`src/rtl/cmd_fifo_reader.sv`:
```
// Read-side consumer for the command async FIFO: hides the FIFO's registered
// read latency behind a small ring buffer and presents a valid/ready command stream.
module cmd_fifo_reader #(
  parameter int WIDTH     = 72,
  parameter int BUF_DEPTH = 2,
  parameter int CNT_WIDTH = 16
) (
  input  logic                 clk,
  input  logic                 rst,
  output logic                 fifo_rd_en,
  input  logic [WIDTH-1:0]     fifo_rd_data,
  input  logic                 fifo_empty,
  input  logic                 flush,
  output logic                 cmd_valid,
  input  logic                 cmd_ready,
  output logic                 cmd_is_read,
  output logic [6:0]           cmd_addr,
  output logic [63:0]          cmd_data,
  output logic [CNT_WIDTH-1:0] cmd_count,
  output logic                 idle
);
  localparam int PW = (BUF_DEPTH > 1) ? $clog2(BUF_DEPTH) : 1;
  localparam int CW = $clog2(BUF_DEPTH + 1);
  localparam logic [CW:0] DEPTH = (CW+1)'(BUF_DEPTH);

  logic [WIDTH-1:0] buf_q [BUF_DEPTH];
  logic [PW-1:0]    head, tail;
  logic [CW-1:0]    buf_count;
  logic [CW:0]      occ;
  logic             inflight, pop;
  logic [WIDTH-1:0] head_entry;

  assign pop = cmd_valid && cmd_ready;
  // Buffered plus in-flight words; a pop this cycle frees the slot the new read needs.
  assign occ = {1'b0, buf_count} + (CW+1)'(inflight);
  assign fifo_rd_en = !rst && !flush && !fifo_empty &&
                      ((occ < DEPTH) || ((occ == DEPTH) && pop));

  always_ff @(posedge clk) begin
    if (rst) begin
      head      <= '0;
      tail      <= '0;
      buf_count <= '0;
      inflight  <= 1'b0;
      cmd_count <= '0;
      for (int i = 0; i < BUF_DEPTH; i++) buf_q[i] <= '0;
    end else begin
      inflight <= fifo_rd_en;
      if (pop) cmd_count <= cmd_count + CNT_WIDTH'(1);
      if (flush) begin
        // Returning word (if any) is dropped by simply not capturing it.
        buf_count <= '0;
        head      <= tail;
      end else begin
        if (inflight) begin
          buf_q[tail] <= fifo_rd_data;
          tail        <= tail + PW'(1);
        end
        if (pop) head <= head + PW'(1);
        buf_count <= buf_count + CW'(inflight) - CW'(pop);
      end
    end
  end

  assign head_entry  = buf_q[head];
  assign cmd_valid   = (buf_count != '0);
  assign cmd_is_read = head_entry[WIDTH-1];
  assign cmd_addr    = head_entry[WIDTH-2 -: 7];
  assign cmd_data    = head_entry[63:0];
  assign idle        = (buf_count == '0) && !inflight && fifo_empty;

  a_count_bound: assert property (@(posedge clk) disable iff (rst)
    {1'b0, buf_count} <= DEPTH);
  a_no_overflow: assert property (@(posedge clk) disable iff (rst || flush)
    !(inflight && !pop && ({1'b0, buf_count} == DEPTH)));
  a_no_empty_read: assert property (@(posedge clk) !(fifo_rd_en && fifo_empty));
endmodule

```
`config.mk`:
```
export PLATFORM = sky130hd
export DESIGN_NAME = cmd_fifo_reader
export DESIGN_NICKNAME = d
export VERILOG_FILES = /design/src/rtl/cmd_fifo_reader.sv
export SDC_FILE = /design/constraint.sdc
export NUM_CORES = 1
export LEC_CHECK = 0
export ABC_AREA = 1
export CORE_ASPECT_RATIO = 0.6
export CORE_MARGIN = 2
export CORE_UTILIZATION = 40
export CTS_CLUSTER_DIAMETER = 150
export CTS_CLUSTER_SIZE = 12
export DETAILED_ROUTE_END_ITERATION = 7
export GPL_TIMING_DRIVEN = 0
export HOLD_SLACK_MARGIN = 0.12
export PLACE_DENSITY = 0.67
export RECOVER_POWER = 25
export SLEW_MARGIN = 20
export SYNTH_ARGS = -nofsm -noshare
export SYNTH_HDL_FRONTEND = slang
export SYNTH_SLANG_ARGS = --single-unit
```
`constraint.sdc`:
```
create_clock -name clk -period 4.28 [get_ports clk]
set_input_delay 0.642 -clock clk [delete_from_list [all_inputs] [get_ports clk]]
set_output_delay 0.642 -clock clk [all_outputs]
set_load 0.01 [all_outputs]
```
==> flow_summary_export.csv, run 1 <==
group,metric,value,unit
run_status,outcome,"completed",
worst_setup_path,cpMostUsedCell,"clkbuf_1",
worst_setup_path,rrSetupSlack,1640,ps
pwr,powerDensity,372,nW/um^2
clocking,cts.clk_slew.worst_paths,80,ps
sta,min_period,3380,ps
layout,nNetsFinal,899,
global_route,overflow,0,
pwr,p_total,3.66,mW
global_route,grt_pass1_vias,4601,
floorplan,start_util,0.406,
synthesis,synth_cell_type_count,26,
clocking,worstSkewPairLatency,420,ps
routing,final_antenna_net_count,0,
layout,drive_gt1_frac,0.162,
hold_path,min_path_type,"reg2reg",
synthesis,synth-seq-cells,166,
synthesis,netlist_area,7290,um^2
clocking,tritoncts,"done",
sta,hold_violations,0,
synthesis,syn_avg_cell_area,11.6,um^2
pwr,seqPwrFrac,0.497,
worst_setup_path,critical_path.max_stage_delay,740,ps
clocking,clkSinkCount,166,
clocking,post_cts_resize_count,0,
clocking,cts_max_path_buffers,2,
clocking,cts-hold-fix-buffers,0,
floorplan,die_h,109,um
pwr,leakage,4.07,nW
sta,fin_hold_ws,497,ps
sta,setup_tns,0,ps
sta,max_slew_margin,0.562,
layout,insertedDiodeCount,0,
layout,area_growth,35.1,%
sta,worstMarginPinSlew,657,ps
clocking,cts_buffers,17,
global_route,antenna_found_initial,0,
sta,fmax,0.296,GHz
global_route,grt_usage,0.169,
placement,gp_congestion,0.841,
pwr,p_int,2.79,mW
global_route,grt_max_degree,49,
sta,period_share,0.790,
sta,slew_viol_final,0,
worst_setup_path,critPathSlowestCell,"dlygate4sd3_1",
floorplan,die_width,178,um
sta,setup_violations,0,
run,drv_cap,0,
worst_setup_path,cp_max_fo,48,
floorplan,io_pins,168,
routing,wl_per_cell,15.0,um
worst_setup_path,startpoint_type,"primary input",
pwr,clkPwrFrac,0.401,
placement,portBuffers,167,
routing,via_per_inst,4.59,
synthesis,syn_nets,711,
placement,dp_cells,1037,
placement,placed_area,9330,um^2
synthesis,synthCells,628,
sta,rsz0062_at_grt,"no",
pwr,p_sw_frac,0.237,
routing,firstDrtPassIters,4,
worst_setup_path,end_kind,"register",
worst_setup_path,crit_type,"in2reg",
floorplan,rows,38,
synthesis,yosys_warnings,0,
synthesis,synth_seq_area_share,0.654,
floorplan,core,18000,um^2
clocking,cts-root-buf,"clkbuf_16",
worst_setup_path,cp_cell_sequence,"dlygate4sd3_1 > inv_1 > nand3_1 > clkbuf_1 > clkbuf_1 > nand2_4 > buf_16",
routing,wl,16000,um
worst_setup_path,worstPathArrival,3520,ps
worst_setup_path,worst_ep_required_time,4420,ps
sta,clock_skew,14.5,ps
placement,dp_hpwl,11100,um
layout,final_area,9850,um^2
clocking,htreeDepth,4,
hold_path,hold_start,"cmd_count[4]",
routing,drt_iter0_markers,420,
global_route,grt_first_pass_wirelength,24400,um
routing,vias,4909,
worst_setup_path,r2r_cells,7,
worst_setup_path,r2r-end,"buf_q[0][1]",
layout,final_cells,1069,
pwr,switchingPower,0.869,mW
floorplan,dieArea,19400,um^2
hold_path,worstHoldPathCells,2,
hold_path,worstHoldEndpoint,"cmd_count[4]",
pwr,vdd_drop_max,0.227,mV
clocking,post-cts-setup-buffers,0,
routing,drc,0,
pwr,pwr-share-comb,0.102,
worst_setup_path,timing.rr.start,"inflight",
[layout make-up]
type                            instances  area, um^2
Buffer                                 25         120
Clock buffer                           17         425
Clock inverter                         15         150
Fill cell                            1595        8120
Inverter                              104         390
Multi-Input combinational cell        333        1970
Sequential cell                       166        4760
Tap cell                              240         300
Timing Repair Buffer                  169        1730
[routing by layer]
metal / wire [um] / track usage / vias to the layer above
li1: - / - / 2430
met1: 8220 / 0.265 / 2295
met2: 6410 / 0.224 / 175
met3: 1260 / 0.0468 / 9
met4: 111 / 0.0470 / 0
met5: 0 / 0 / -
[sequential cells by signal, summed over array words and instances, names as in the netlist, named ones only]
name	cells
head	1
cmd_count	16
buf_count	2
inflight	1
buf_q	144
tail	1
[worst max-delay path, delay by kind of cell]
family,cells,cell delay (ps)
buffers and inverters,5,2290
and+or+nand+nor,2,540
[power by group through the flow]
| stage | clock, mW | combinational [mW] | sequential, mW |
|---|---|---|---|
| final | 1.47 | 0.373 | 1.82 |
| after global placement | 0 | 0.370 | 1.86 |
| after detailed placement | 0 | 0.376 | 1.86 |
| after global routing | 1.58 | 0.402 | 1.83 |
| after floorplan | 0 | 0.159 | 1.86 |
| after CTS | 1.51 | 0.380 | 1.82 |
[cells in the final DEF (no fill, tap or decap), types with 2 or more instances in the layout]
cell type,netlist,layout
nand2_2,3,2
dfxtp_1,22,22
nand2_4,1,3
mux2_2,72,72
ha_1,6,6
nor2_4,5,3
clkdlybuf4s50_1,0,152
inv_1,102,103
buf_2,17,15
nand4_1,3,3
nor3_1,6,6
clkinvlp_4,0,2
clkbuf_1,0,9
a21oi_1,9,9
o21ai_0,7,8
clkinv_8,0,2
buf_16,0,2
edfxtp_1,144,144
nand2_1,32,31
dlygate4sd3_1,0,15
nor2_1,168,172
nand3_1,12,13
inv_6,0,5
clkbuf_16,0,17
inv_8,0,4
[cells by family after synthesis]
logic type / synth area share
AOI/OAI and AO/OA: 0.0125
xor gates and xnor gates: 0.00120
adders and majority gates: 0.0103
muxes: 0.111
buffers and inverters: 0.0740
DFF: 0.654
and+or+nand+nor: 0.137
[worst max-delay path by stage]
stage	from	to	slack, ps	cells after the start
4_1_cts	cmd_ready	fifo_rd_en	1100	7
5_1_grt	rst	buf_q[0][21]	660	7
6_report	rst	buf_q[0][1]	900	7
2_1_floorplan	flush	buf_q[0][0]	1120	5
3_3_place_gp	rst	buf_q[1][25]	-870	5
3_5_place_dp	cmd_ready	fifo_rd_en	1100	7
[stage by stage]
stage	util	worst slack, ps
2_1_floorplan	-	1120
3_3_place_gp	0.515	-872
3_5_place_dp	0.519	1100
4_1_cts	0.551	1100
5_1_grt	0.548	659
6_report	0.548	900
[cell usage after synthesis]
library cell / n / share of area
nand3_4: 1 / 0.0024
ha_1: 6 / 0.010
nand3_2: 1 / 0.0014
buf_6: 1 / 0.0015
nand4_1: 3 / 0.0026
a31oi_1: 1 / 0.00086
nand2_4: 1 / 0.0015
nor2_4: 5 / 0.0077
nand2_1: 32 / 0.016
o21ai_0: 7 / 0.0048
inv_1: 102 / 0.053
nor2_1: 168 / 0.087
nand3_1: 12 / 0.0082
edfxtp_1: 144 / 0.59
nor2_2: 3 / 0.0026
inv_2: 2 / 0.0010
mux2_2: 72 / 0.11
a21oi_1: 9 / 0.0062
nand2_2: 3 / 0.0026
buf_2: 17 / 0.012
dfxtp_1: 22 / 0.060
o21ai_1: 1 / 0.00069
buf_4: 7 / 0.0072
xnor2_1: 1 / 0.0012
or2_2: 1 / 0.00086
nor3_1: 6 / 0.0041
(Power assumes the default switching activity.)
==> inputs of run 2 (changes only) <==
- PLACE_DENSITY: 0.67 -> 0.7
- clock period: 4.28 -> 2.8 ns (I/O delays scaled with it)
==> run 2 against run 1 <==
Total power rose by 52%. Combinational power rose by 53%. Flip-flop and latch count did not move. Highest routed layer unchanged.
==> flow_summary_export.csv, run 2 (synthesis gave the netlist of run 1 again) <==
group,metric,value,unit
floorplan,start_util,0.406,
clocking,htreeDepth,4,
worst_setup_path,r2r_cells,6,
routing,vias,4937,
sta,setup_violations,0,
worst_setup_path,end_kind,"output port",
global_route,grt_max_degree,40,
worst_setup_path,r2r-end,"buf_q[1][39]",
clocking,clkSinkCount,166,
layout,area_growth,35.1,%
layout,insertedDiodeCount,0,
global_route,overflow,0,
clocking,worstSkewPairLatency,420,ps
worst_setup_path,crit_end,"fifo_rd_en",
pwr,leakage,4.07,nW
global_route,grt_usage,0.171,
worst_setup_path,crit_type,"in2out",
placement,portBuffers,167,
worst_setup_path,worstPathArrival,2260,ps
clocking,cts_buffers,17,
floorplan,core,18000,um^2
hold_path,hold_start,"cmd_count[4]",
global_route,grt_pass1_vias,4751,
sta,rsz0062_at_grt,"no",
clocking,cts-root-buf,"clkbuf_16",
layout,final_common_cell,"nor2_1",
placement,gp_congestion,0.842,
worst_setup_path,rrSetupSlack,580,ps
worst_setup_path,worst_ep_required_time,2380,ps
routing,final_antenna_net_count,0,
worst_setup_path,critical_path.startpoint,"cmd_ready",
layout,layout_common_cells,"nor2_1 (171), clkdlybuf4s50_1 (153), edfxtp_1 (144)",
clocking,cts_max_path_buffers,2,
placement,dp_hpwl,11200,um
floorplan,die_width,178,um
pwr,vdd_drop_max,0.294,mV
layout,final_cells,1069,
layout,reg_top3,"buf_q x144, cmd_count x16, buf_count x2",
routing,drt_iter0_markers,292,
pwr,powerDensity,567,nW/um^2
layout,final_area,9850,um^2
global_route,antenna_found_initial,1,
layout,multiInputGateArea,1980,um^2
layout,regMostFlops,"buf_q",
floorplan,rows,38,
worst_setup_path,timing.rr.start,"inflight",
layout,nNetsFinal,899,
sta,max_slew_margin,0.502,
layout,largest_reg_flops,144,
sta,slew_viol_final,0,
sta,fmax,0.373,GHz
worst_setup_path,cp_max_fo,10,
global_route,grt_first_pass_wirelength,24900,um
floorplan,die_h,109,um
layout,drive_gt1_frac,0.164,
routing,wl,16200,um
routing,firstDrtPassIters,5,
sta,clock_skew,13.2,ps
routing,via_per_inst,4.62,
routing,drc,0,
routing,wl_per_cell,15.1,um
floorplan,dieArea,19400,um^2
sta,hold_violations,0,
clocking,tritoncts,"done",
worst_setup_path,startpoint_type,"primary input",
sta,period_share,0.957,
run,drv_cap,0,
placement,placed_area,9320,um^2
placement,dp_cells,1037,
sta,worstMarginPinSlew,747,ps
layout,regArea,4760,um^2
run_status,outcome,"completed",
hold_path,min_path_type,"reg2reg",
sta,min_period,2680,ps
clocking,cts.clk_slew.worst_paths,70,ps
floorplan,io_pins,168,
layout,fill_cells,1557,
==> run 2: cell types whose count changed in the layout (fill, tap and decap cells not counted), sizes merged <==
cell           change
dlygate4sd3        -1
clkbuf             +1
clkinvlp           -1
buf                +2
clkdlybuf4s50      +1
inv                -2
==> run 2: worst max-delay path, stage by stage <==
cell and delay, ps:
clkdlybuf4s50_1 550, inv_1 70, nor2_2 190, buf_6 180, a31oi_1 120, nor3_1 160, clkdlybuf4s50_1 570
==> run 2: layer usage <==
layer | global-route usage | wire length [um]
met3 | 0.0524 | 1360
met1 | 0.262 | 8080
met2 | 0.237 | 6650
met5 | 0 | 0
met4 | 0.0366 | 99
==> run 2: power breakdown <==
group | switching [mW] | leakage, nW | internal (mW)
Combinational | 0.255 | 2.12 | 0.316
Sequential | 0.0208 | 1.67 | 2.77
Clock | 1.01 | 0.278 | 1.22
==> run 2: cell type report <==
class	count	share of cell area
clock buffers	20	0.0464
flip-flops and latches	166	0.484
plain buffers	25	0.0130
well taps	240	0.0305
multi-input cells	333	0.201
repair buffers	169	0.174
clock inverters	12	0.0113
inverters	104	0.0396
==> run 2: timing repair <==
item,CTS,global route
endpoints found under the setup margin,0,37
hold buffers,0,0
buffers inserted,0,0
resized for setup,0,1
==> run 2: per-stage QoR <==
stage               total power [mW]  hold slack (ps)  TNS [ps]   util  worst slack (ps)
global route                    5.79              536         0  0.548              35.0
global placement                3.41              499   -139290  0.516             -1060
CTS                             5.64              515         0  0.550               105
finish                          5.58              503         0  0.548               121
floorplan                       3.08              487         0      -               578
detailed placement              3.42              501    -18940  0.518              -342
==> run 2: worst min-delay path by stage <==
| stage | to | slack (ps) | cells after the start |
|---|---|---|---|
| 2_1_floorplan | cmd_count[13] | 490 | 1 |
| 3_3_place_gp | cmd_count[4] | 500 | 2 |
| 3_5_place_dp | cmd_count[4] | 500 | 2 |
| 4_1_cts | cmd_count[4] | 520 | 2 |
| 5_1_grt | cmd_count[4] | 540 | 2 |
| 6_report | cmd_count[4] | 500 | 2 |
